--- config.mk ---
export PLATFORM = sky130hd
export DESIGN_NAME = rom_dl_dispatch
export DESIGN_NICKNAME = d
export VERILOG_FILES = /design/src/rtl/rom_dl_dispatch.sv
export SDC_FILE = /design/constraint.sdc
export NUM_CORES = 1
export LEC_CHECK = 0
export ABC_AREA = 1
export CAP_MARGIN = 15
export CORE_MARGIN = 2
export CORE_UTILIZATION = 40
export DETAILED_ROUTE_END_ITERATION = 8
export GPL_ROUTABILITY_DRIVEN = 1
export RECOVER_POWER = 25
export SLEW_MARGIN = 40
export SYNTH_ARGS = -nofsm -noshare
export SYNTH_HDL_FRONTEND = slang
export SYNTH_SLANG_ARGS = --single-unit
--- constraint.sdc ---
create_clock -name clk_sys -period 9.2 [get_ports clk_sys]
set_input_delay 2.3 -clock clk_sys [delete_from_list [all_inputs] [get_ports clk_sys]]
set_output_delay 2.3 -clock clk_sys [all_outputs]
set_load 0.1 [all_outputs]
--- src/rtl/rom_dl_dispatch.sv ---
// ioctl download dispatcher: buffers bytes and routes them to sdram port1/port2 or the dl_* strobe.
// Also owns rom_loaded and core_reset. Define ROM_DL_CHECKSUM_EN to add the dl_sum byte-sum output.
module rom_dl_dispatch #(
   parameter logic [24:0] SP_BASE    = 25'h12000,
   parameter logic [24:0] DL_BASE    = 25'h32000,
   parameter int unsigned FIFO_DEPTH = 4,
   parameter logic [15:0] RST_HOLD   = 16'hFFFF
) (
   input  logic        clk_sys,
   input  logic        RESET,
   input  logic        ext_reset,
   input  logic        ioctl_download,
   input  logic        ioctl_wr,
   input  logic [24:0] ioctl_addr,
   input  logic [7:0]  ioctl_dout,
   output logic        port1_req,
   input  logic        port1_ack,
   output logic [22:0] port1_a,
   output logic [1:0]  port1_ds,
   output logic [15:0] port1_d,
   output logic        port2_req,
   input  logic        port2_ack,
   output logic [22:0] port2_a,
   output logic [1:0]  port2_ds,
   output logic [15:0] port2_d,
   output logic [24:0] dl_addr,
   output logic        dl_wr,
   output logic [7:0]  dl_data,
   output logic        fifo_ovf,
   output logic        rom_loaded,
   output logic        core_reset
`ifdef ROM_DL_CHECKSUM_EN
   ,
   output logic [15:0] dl_sum
`endif
);

   localparam int unsigned AW = $clog2(FIFO_DEPTH);

   typedef enum logic [1:0] {S_IDLE, S_WAIT1, S_WAIT2, S_DL} state_t;

   state_t state_q, state_d;

   logic [32:0]   fifo_mem_q [FIFO_DEPTH];
   logic [AW-1:0] wr_ptr_q, wr_ptr_d, rd_ptr_q, rd_ptr_d;
   logic [AW:0]   cnt_q, cnt_d;
   logic          wr_prev_q, dl_prev_q, end_pend_q, end_pend_d;
   logic          fifo_ovf_q, fifo_ovf_d, rom_loaded_q, rom_loaded_d;
   logic          core_reset_q, core_reset_d;
   logic [15:0]   rst_cnt_q, rst_cnt_d;
   logic          port1_req_q, port1_req_d, port2_req_q, port2_req_d, dl_wr_q, dl_wr_d;
   logic [22:0]   port1_a_q, port1_a_d, port2_a_q, port2_a_d;
   logic [1:0]    port1_ds_q, port1_ds_d, port2_ds_q, port2_ds_d;
   logic [15:0]   port1_d_q, port1_d_d, port2_d_q, port2_d_d;
   logic [24:0]   dl_addr_q, dl_addr_d;
   logic [7:0]    dl_data_q, dl_data_d;

   logic          push_req, push, pop, fifo_empty, fifo_full, dl_rise, dl_fall, hold_rst;
   logic          is_p1, is_p2;
   logic [24:0]   head_addr;
   logic [7:0]    head_data;
   logic [18:0]   sp_off;

   assign fifo_empty = (cnt_q == '0);
   assign fifo_full  = (cnt_q == (AW+1)'(FIFO_DEPTH));
   assign push_req   = ioctl_download & ioctl_wr & ~wr_prev_q;
   assign pop        = (state_q == S_IDLE) & ~fifo_empty;
   assign push       = push_req & (~fifo_full | pop);
   assign dl_rise    = ioctl_download & ~dl_prev_q;
   assign dl_fall    = ~ioctl_download & dl_prev_q;
   assign hold_rst   = ext_reset | ~rom_loaded_q;

   assign {head_addr, head_data} = fifo_mem_q[rd_ptr_q];
   assign is_p1  = (head_addr < SP_BASE);
   assign is_p2  = ~is_p1 & (head_addr < DL_BASE);
   assign sp_off = 19'(head_addr - SP_BASE);

   always_ff @(posedge clk_sys) begin
      if (RESET) state_q <= S_IDLE;
      else       state_q <= state_d;
   end

   always_comb begin
      state_d = state_q;
      case (state_q)
         S_IDLE:  if (!fifo_empty) state_d = is_p1 ? S_WAIT1 : (is_p2 ? S_WAIT2 : S_DL);
         S_WAIT1: if (port1_ack == port1_req_q) state_d = S_IDLE;
         S_WAIT2: if (port2_ack == port2_req_q) state_d = S_IDLE;
         S_DL:    state_d = S_IDLE;
         default: state_d = S_IDLE;
      endcase
   end

   // Pop, classify and issue share one clock so an idle FIFO reaches the request two cycles after the strobe.
   always_comb begin
      port1_req_d = port1_req_q;
      port1_a_d   = port1_a_q;
      port1_ds_d  = port1_ds_q;
      port1_d_d   = port1_d_q;
      port2_req_d = port2_req_q;
      port2_a_d   = port2_a_q;
      port2_ds_d  = port2_ds_q;
      port2_d_d   = port2_d_q;
      dl_addr_d   = dl_addr_q;
      dl_data_d   = dl_data_q;
      dl_wr_d     = 1'b0;
      if (pop) begin
         if (is_p1) begin
            port1_a_d   = head_addr[23:1];
            port1_ds_d  = {head_addr[0], ~head_addr[0]};
            port1_d_d   = {head_data, head_data};
            port1_req_d = ~port1_req_q;
         end else if (is_p2) begin
            port2_a_d   = {5'b0, sp_off[18:17], sp_off[14:0], sp_off[16]};
            port2_ds_d  = {sp_off[15], ~sp_off[15]};
            port2_d_d   = {head_data, head_data};
            port2_req_d = ~port2_req_q;
         end else begin
            dl_addr_d = head_addr - DL_BASE;
            dl_data_d = head_data;
            dl_wr_d   = 1'b1;
         end
      end
   end

   always_comb begin
      wr_ptr_d     = push ? wr_ptr_q + AW'(1) : wr_ptr_q;
      rd_ptr_d     = pop ? rd_ptr_q + AW'(1) : rd_ptr_q;
      cnt_d        = cnt_q + (AW+1)'(push) - (AW+1)'(pop);
      fifo_ovf_d   = fifo_ovf_q | (push_req & fifo_full & ~pop);
      end_pend_d   = end_pend_q;
      rom_loaded_d = rom_loaded_q;
      if (dl_rise) begin
         end_pend_d   = 1'b0;
         rom_loaded_d = 1'b0;
      end else begin
         if (dl_fall) end_pend_d = 1'b1;
         if (end_pend_q && state_q == S_IDLE && fifo_empty) begin
            rom_loaded_d = 1'b1;
            end_pend_d   = 1'b0;
         end
      end
      rst_cnt_d    = hold_rst ? RST_HOLD : ((rst_cnt_q != '0) ? rst_cnt_q - 16'd1 : rst_cnt_q);
      core_reset_d = hold_rst | (rst_cnt_q == 16'd1);
   end

   always_ff @(posedge clk_sys) begin
      if (push) fifo_mem_q[wr_ptr_q] <= {ioctl_addr, ioctl_dout};
   end

   always_ff @(posedge clk_sys) begin
      if (RESET) begin
         wr_ptr_q     <= '0;
         rd_ptr_q     <= '0;
         cnt_q        <= '0;
         wr_prev_q    <= 1'b0;
         dl_prev_q    <= 1'b0;
         end_pend_q   <= 1'b0;
         fifo_ovf_q   <= 1'b0;
         rom_loaded_q <= 1'b0;
         core_reset_q <= 1'b1;
         rst_cnt_q    <= RST_HOLD;
         port1_req_q  <= 1'b0;
         port1_a_q    <= '0;
         port1_ds_q   <= '0;
         port1_d_q    <= '0;
         port2_req_q  <= 1'b0;
         port2_a_q    <= '0;
         port2_ds_q   <= '0;
         port2_d_q    <= '0;
         dl_addr_q    <= '0;
         dl_data_q    <= '0;
         dl_wr_q      <= 1'b0;
      end else begin
         wr_ptr_q     <= wr_ptr_d;
         rd_ptr_q     <= rd_ptr_d;
         cnt_q        <= cnt_d;
         wr_prev_q    <= ioctl_wr;
         dl_prev_q    <= ioctl_download;
         end_pend_q   <= end_pend_d;
         fifo_ovf_q   <= fifo_ovf_d;
         rom_loaded_q <= rom_loaded_d;
         core_reset_q <= core_reset_d;
         rst_cnt_q    <= rst_cnt_d;
         port1_req_q  <= port1_req_d;
         port1_a_q    <= port1_a_d;
         port1_ds_q   <= port1_ds_d;
         port1_d_q    <= port1_d_d;
         port2_req_q  <= port2_req_d;
         port2_a_q    <= port2_a_d;
         port2_ds_q   <= port2_ds_d;
         port2_d_q    <= port2_d_d;
         dl_addr_q    <= dl_addr_d;
         dl_data_q    <= dl_data_d;
         dl_wr_q      <= dl_wr_d;
      end
   end

`ifdef ROM_DL_CHECKSUM_EN
   logic [15:0] dl_sum_q, dl_sum_d;

   always_comb begin
      dl_sum_d = dl_sum_q;
      if (dl_rise)  dl_sum_d = '0;
      else if (pop) dl_sum_d = dl_sum_q + {8'h00, head_data};
   end

   always_ff @(posedge clk_sys) begin
      if (RESET) dl_sum_q <= '0;
      else       dl_sum_q <= dl_sum_d;
   end

   assign dl_sum = dl_sum_q;
`endif

   assign port1_req  = port1_req_q;
   assign port1_a    = port1_a_q;
   assign port1_ds   = port1_ds_q;
   assign port1_d    = port1_d_q;
   assign port2_req  = port2_req_q;
   assign port2_a    = port2_a_q;
   assign port2_ds   = port2_ds_q;
   assign port2_d    = port2_d_q;
   assign dl_addr    = dl_addr_q;
   assign dl_wr      = dl_wr_q;
   assign dl_data    = dl_data_q;
   assign fifo_ovf   = fifo_ovf_q;
   assign rom_loaded = rom_loaded_q;
   assign core_reset = core_reset_q;

endmodule

Yosys cells after proc, flatten, opt, wreduce, memory -nomap -nowiden --
Memory sizes are Yosys's and may differ from the RTL's. A register that Yosys moved wholly into a read port is not among the register bits. Cells that the tools add are included.
Cells by class: add/sub/neg operators 7, $lt $le $gt $ge 2, equality and inequality tests 10, multiplexer cells 11, bitwise gates (word level) 26, reduce and logical (&&, ||, !) cells 13
Operators with widths (count):
- less-than comparator 25 x 17 -> 1 bit (second input constant) | 1
- less-than comparator 25 x 18 -> 1 bit (second input constant) | 1
- subtractor 25 x 18 -> 25 bit (second input constant) | 1
- subtractor 19 x 17 -> 19 bit (second input constant) | 1
- equality test 16 x 1 -> 1 bit (second input constant) | 1
- nonzero test 16 bit | 1
- subtractor 16 x 1 -> 16 bit (second input constant) | 1
- NOT 1 bit | 13
- 2-to-1 mux 2 bit | 6
- AND 1 bit | 9
- AND reduction 3 bit | 3
- one-hot mux 2 bit (4 select lines) | 1
- != test 2 bit (second input constant) | 3
- OR reduction 3 bit | 2
- adder 2 x 1 -> 2 bit (second input constant) | 2
- equality test 2 bit (second input constant) | 2
- 2-to-1 mux 1 bit | 4
- OR 1 bit | 4
- OR reduction 2 bit | 2
- adder 3 x 1 -> 3 bit | 1
- equality test 3 bit (second input constant) | 1
- logical NOT 3 bit | 1
- subtractor 3 x 1 -> 3 bit | 1
- equality test 1 bit | 2
- other kinds (4) | 5
Storage, ports and cells: register bits 144, bits in writable memories 132, output and inout bits 121, logic and storage cells 92, memories kept 1
Memory list:
- fifo_mem_q | depth 4, bits a word 33, rd ports 1, clocked after Yosys merged registers in 1, write ports 1, RTL line 44 | logic [32:0] fifo_mem_q [FIFO_DEPTH];

Depth between registers and ports, before layout --
depth after elaboration 7, depth in mapped cells 16, gate-level depth less buffers 13

Worst setup path after synthesis --
OpenSTA, ideal clock, no wires.
path type in2reg, start point input ioctl_download, end point memory fifo_mem_q[0][0], enable pin, library setup time 0.423 ns, arrival 4.174 ns, path slack 4.603 ns, cell stages on the path 4, path buffers 0, cell sequence inv_1 -> nor3_1 -> nand2_1 -> nor2_1
Between the ends: longest elaborated chain between the ends 5
Ends and longest elaborated chain:
- start: declaration | RTL line 12 | input logic ioctl_download,
- AND 1 bit (2 in series) | RTL line 66 | assign push_req = ioctl_download & ioctl_wr & ~wr_prev_q;
- AND 1 bit | RTL line 68 | assign push = push_req & (~fifo_full | pop);
- 2-to-1 mux 1 bit | RTL line 148 | if (push) fifo_mem_q[wr_ptr_q] <= {ioctl_addr, ioctl_dout};
- 2-to-1 mux 1 bit (not written as such) | RTL line 148
- end: declaration | RTL line 44
No other way between the ends.

Worst setup path after layout --
start point input ioctl_download, end point register cnt_q[2]
Between the ends: longest elaborated chain between the ends 5
Ends and longest elaborated chain:
- AND 1 bit (2 in series) | RTL line 66
- AND 1 bit | RTL line 68
- adder 3 x 1 -> 3 bit | RTL line 129 | cnt_d = cnt_q + (AW+1)'(push) - (AW+1)'(pop);
- subtractor 3 x 1 -> 3 bit | RTL line 129
- end signal: assignment | RTL line 177 | cnt_q <= cnt_d;
- end: declaration | RTL line 46 | logic [AW:0] cnt_q, cnt_d;
No other way between the ends. A chain may end at the register's enable or synchronous reset.

==> flow_summary.json <==
{
  "vdd_drop_max_v": 0.0002141,
  "async_flop_share": 0,
  "ys.flop_type": "edfxtp_1",
  "switching_power_w": 0.001708,
  "synth_top_cell_area_share": 0.3791,
  "crit_path_end_kind": "flop",
  "vias": 7701,
  "grt_pass1_vias": 7210,
  "syn_inst": 1093,
  "ant_nets": 0,
  "initial_utilization": 0.4047,
  "routed_via_density": 4.890,
  "dieWidth_um": 165.7,
  "startpoint_type": "input port",
  "cts_setup_buffers": 0,
  "slew_headroom": 0.4474,
  "critPathKind": "in2reg",
  "final.setup_skew_ps": 9.845,
  "final.period_utilization": 0.4680,
  "ctsHoldBuffers": 0,
  "nets": 1269,
  "hpwl_um": 16370,
  "grt.overflow.total": 0,
  "min_from": "port1_a[18]$_SDFFE_PP0P_",
  "drive_gt1_frac": 0.1597,
  "synth_edf_count": 132,
  "cts_tree": "yes",
  "cp-startpoint": "ioctl_download",
  "setup_viol": 0,
  "grtUsageTotal": 0.1846,
  "coreArea_mm2": 0.02584,
  "synth_warnings": 0,
  "synth.cell_area_mm2": 0.01046,
  "worst_pin_slew_ps": 825.9,
  "synth_area_leaders": "edfxtp_1 (38%), dfxtp_1 (25%), nand2_1 (9.0%)",
  "cts_resized": 0,
  "combPwrFrac": 0.376,
  "synth-seq-area-share": 0.6280,
  "clockRootBuffer": "clkbuf_16",
  "drt_iter0_markers": 602,
  "powerDensity_mw_per_mm2": 318.9,
  "rsz0062_at_grt": "no",
  "final.min_clock_period_ps": 4305,
  "ys_seq_elements": 262,
  "clockBufferDepth": 3,
  "worstSkewPairLatency_ps": 540,
  "clk_pin_slew_ps": 60,
  "critPathArrivalTime_ps": 4770,
  "hold_viol_final": 0,
  "fp-row-count": 59,
  "p_leak_nw": 5.149,
  "htreeDepth": 1,
  "setup_ws_ps": 4895,
  "area.growth.synth_to_final_pct": 18.86,
  "place_ws_ps": 4317,
  "routed_wl_um": 25700,
  "cts_buffers": 28,
  "antenna_found_initial": 0,
  "cts.sinks": 262,
  "synth_area_leader_cell": "edfxtp_1",
  "fin_tns_setup_ps": 0,
  "fmax_mhz": 232.3,
  "status": "complete, no violations",
  "clkPwrFrac": 0.273,
  "dieArea_mm2": 0.02745,
  "pwr-share-seq": 0.351,
  "antennaDiodeCount": 0,
  "ios": 161,
  "drv_slew": 0,
  "swShare": 0.4311,
  "hp-class": "reg2reg",
  "synth_cell_types": 42,
  "place.gp.congestion": 0.8332,
  "crit_fanout": 9,
  "required_ps": 9670,
  "io_buffers": 155,
  "first_pass_iters": 5,
  "num-fill-cells": 2450,
  "grt_pass1_wl_um": 40710,
  "postSynthAreaPerCell_um2": 9.567,
  "route.detailed.drc": 0,
  "grt_max_degree": 68,
  "die_h_um": 165.7,
  "wire_per_inst_um": 16.32,
  "p_int_w": 0.002255,
  "max_cap_violations": 0
}
sequential cells by signal, indices dropped and copies added, names as in the netlist, 2 cells and up, named ones only:
signal      count
port1_a        23
port2_ds        2
wr_ptr_q        2
state_q         2
rst_cnt_q      16
rd_ptr_q        2
port2_a        18
port2_d         8
dl_data         8
dl_addr        25
port1_d         8
cnt_q           3
port1_ds        2
fifo_mem_q    132
per-layer routing:
layer / global-route usage / up-vias / share of wire / wire, µm
li1: - / 3840 / - / -
met1: 0.2699 / 3630 / 0.48 / 12250
met2: 0.2894 / 200 / 0.45 / 11650
met3: 0.02724 / 31 / 0.051 / 1322
met4: 0.04650 / 0 / 0.018 / 474
met5: 0 / - / 0 / 0
per-stage QoR:
stage	instance area (µm²)	instances	hold slack [ps]	total power, W	utilization
finish	12430	1575	435.2	0.003963	0.4810
global route	12430	1575	458.6	0.004172	0.4810
CTS	12430	1575	435.5	0.003995	0.4810
detailed placement	11530	1523	425.4	0.002913	0.4462
global placement	12100	1523	426.6	0.002965	0.4681
floorplan	10470	1097	436.3	0.002570	-
cells in the mapped netlist, types with 7 or more instances:
cell and count:
o21ai_0 65, inv_2 7, nand2_1 251, a21oi_1 53
buf_4 25, nor2_1 175, ha_1 10, o22ai_1 14
edfxtp_1 132, nand3_1 53, nor3_1 7, xor2_1 12
a32oi_1 7, buf_2 19, inv_1 61, clkbuf_1 24
dfxtp_1 130
layout make-up:
type	instances	area [µm²]	area share
clock buffer	42	803.3	0.06463
timing repair buffer	165	1041	0.08376
inverter	69	259.0	0.02084
sequential	262	6568	0.5284
tap	335	419.2	0.03373
multi-input combinational	692	3243	0.2609
clock inverter	10	95.09	0.007651
worst paths after layout:
check | to | slack [ps] | cells after the start
worst max-delay path | cnt_q[2]$_SDFF_PP0_ | 4890 | 10
worst min-delay path | port1_a[18]$_SDFFE_PP0P_ | 440 | 2
worst max register to register | dl_addr[12]$_SDFFE_PP0P_ | 5470 | 14
worst min register to register | port1_a[18]$_SDFFE_PP0P_ | 440 | 2
power by group through the flow:
stage	logic (W)	registers (W)	clock network (W)
after floorplan	0.000669	0.00190	0
after global placement	0.00155	0.00141	0
after CTS	0.00150	0.00139	0.00110
after global routing	0.00161	0.00140	0.00116
after detailed placement	0.00150	0.00141	0
final	0.00149	0.00139	0.00108
worst max-delay path: stages:
cell and delay (ps):
clkdlybuf4s50_1 450, inv_1 60, nor3_1 260, nand2_1 290, ha_1 380, inv_1 40
ha_1 180, fa_1 370, or2_2 300, a21oi_1 130
cells in the final DEF (no fill, tap or decap), types with 4 or more instances in the layout:
master and n:
nand2_2 5, edfxtp_1 132, xor2_1 12, nor3_1 6, o21ai_0 65, buf_2 117
dlygate4sd3_1 32, a32oi_1 7, buf_4 10, clkbuf_16 28, clkbuf_8 5, clkbuf_1 9
nand3_1 53, inv_1 61, inv_2 8, dfxtp_1 129, nand2_1 251, nand4_1 5
conb_1 5, nor2_2 5, clkinv_2 6, ha_1 10, nor2_1 171, clkdlybuf4s50_1 6
a21oi_1 53, o22ai_1 14, o211ai_1 4
cell families (layout without fill, tap and decap cells):
logic type / count (synthesis) / after routing / share of synthesized area
compound gates: 149 / 149 / 0.07766
xor+xnor: 14 / 14 / 0.01173
fa+ha+maj: 11 / 11 / 0.01388
buf+inv: 143 / 286 / 0.06617
flops: 262 / 262 / 0.6280
other cells: 1 / 5 / 0.0003586
simple gates: 513 / 513 / 0.2022
Note: power is estimated with default switching activity, not from simulation.
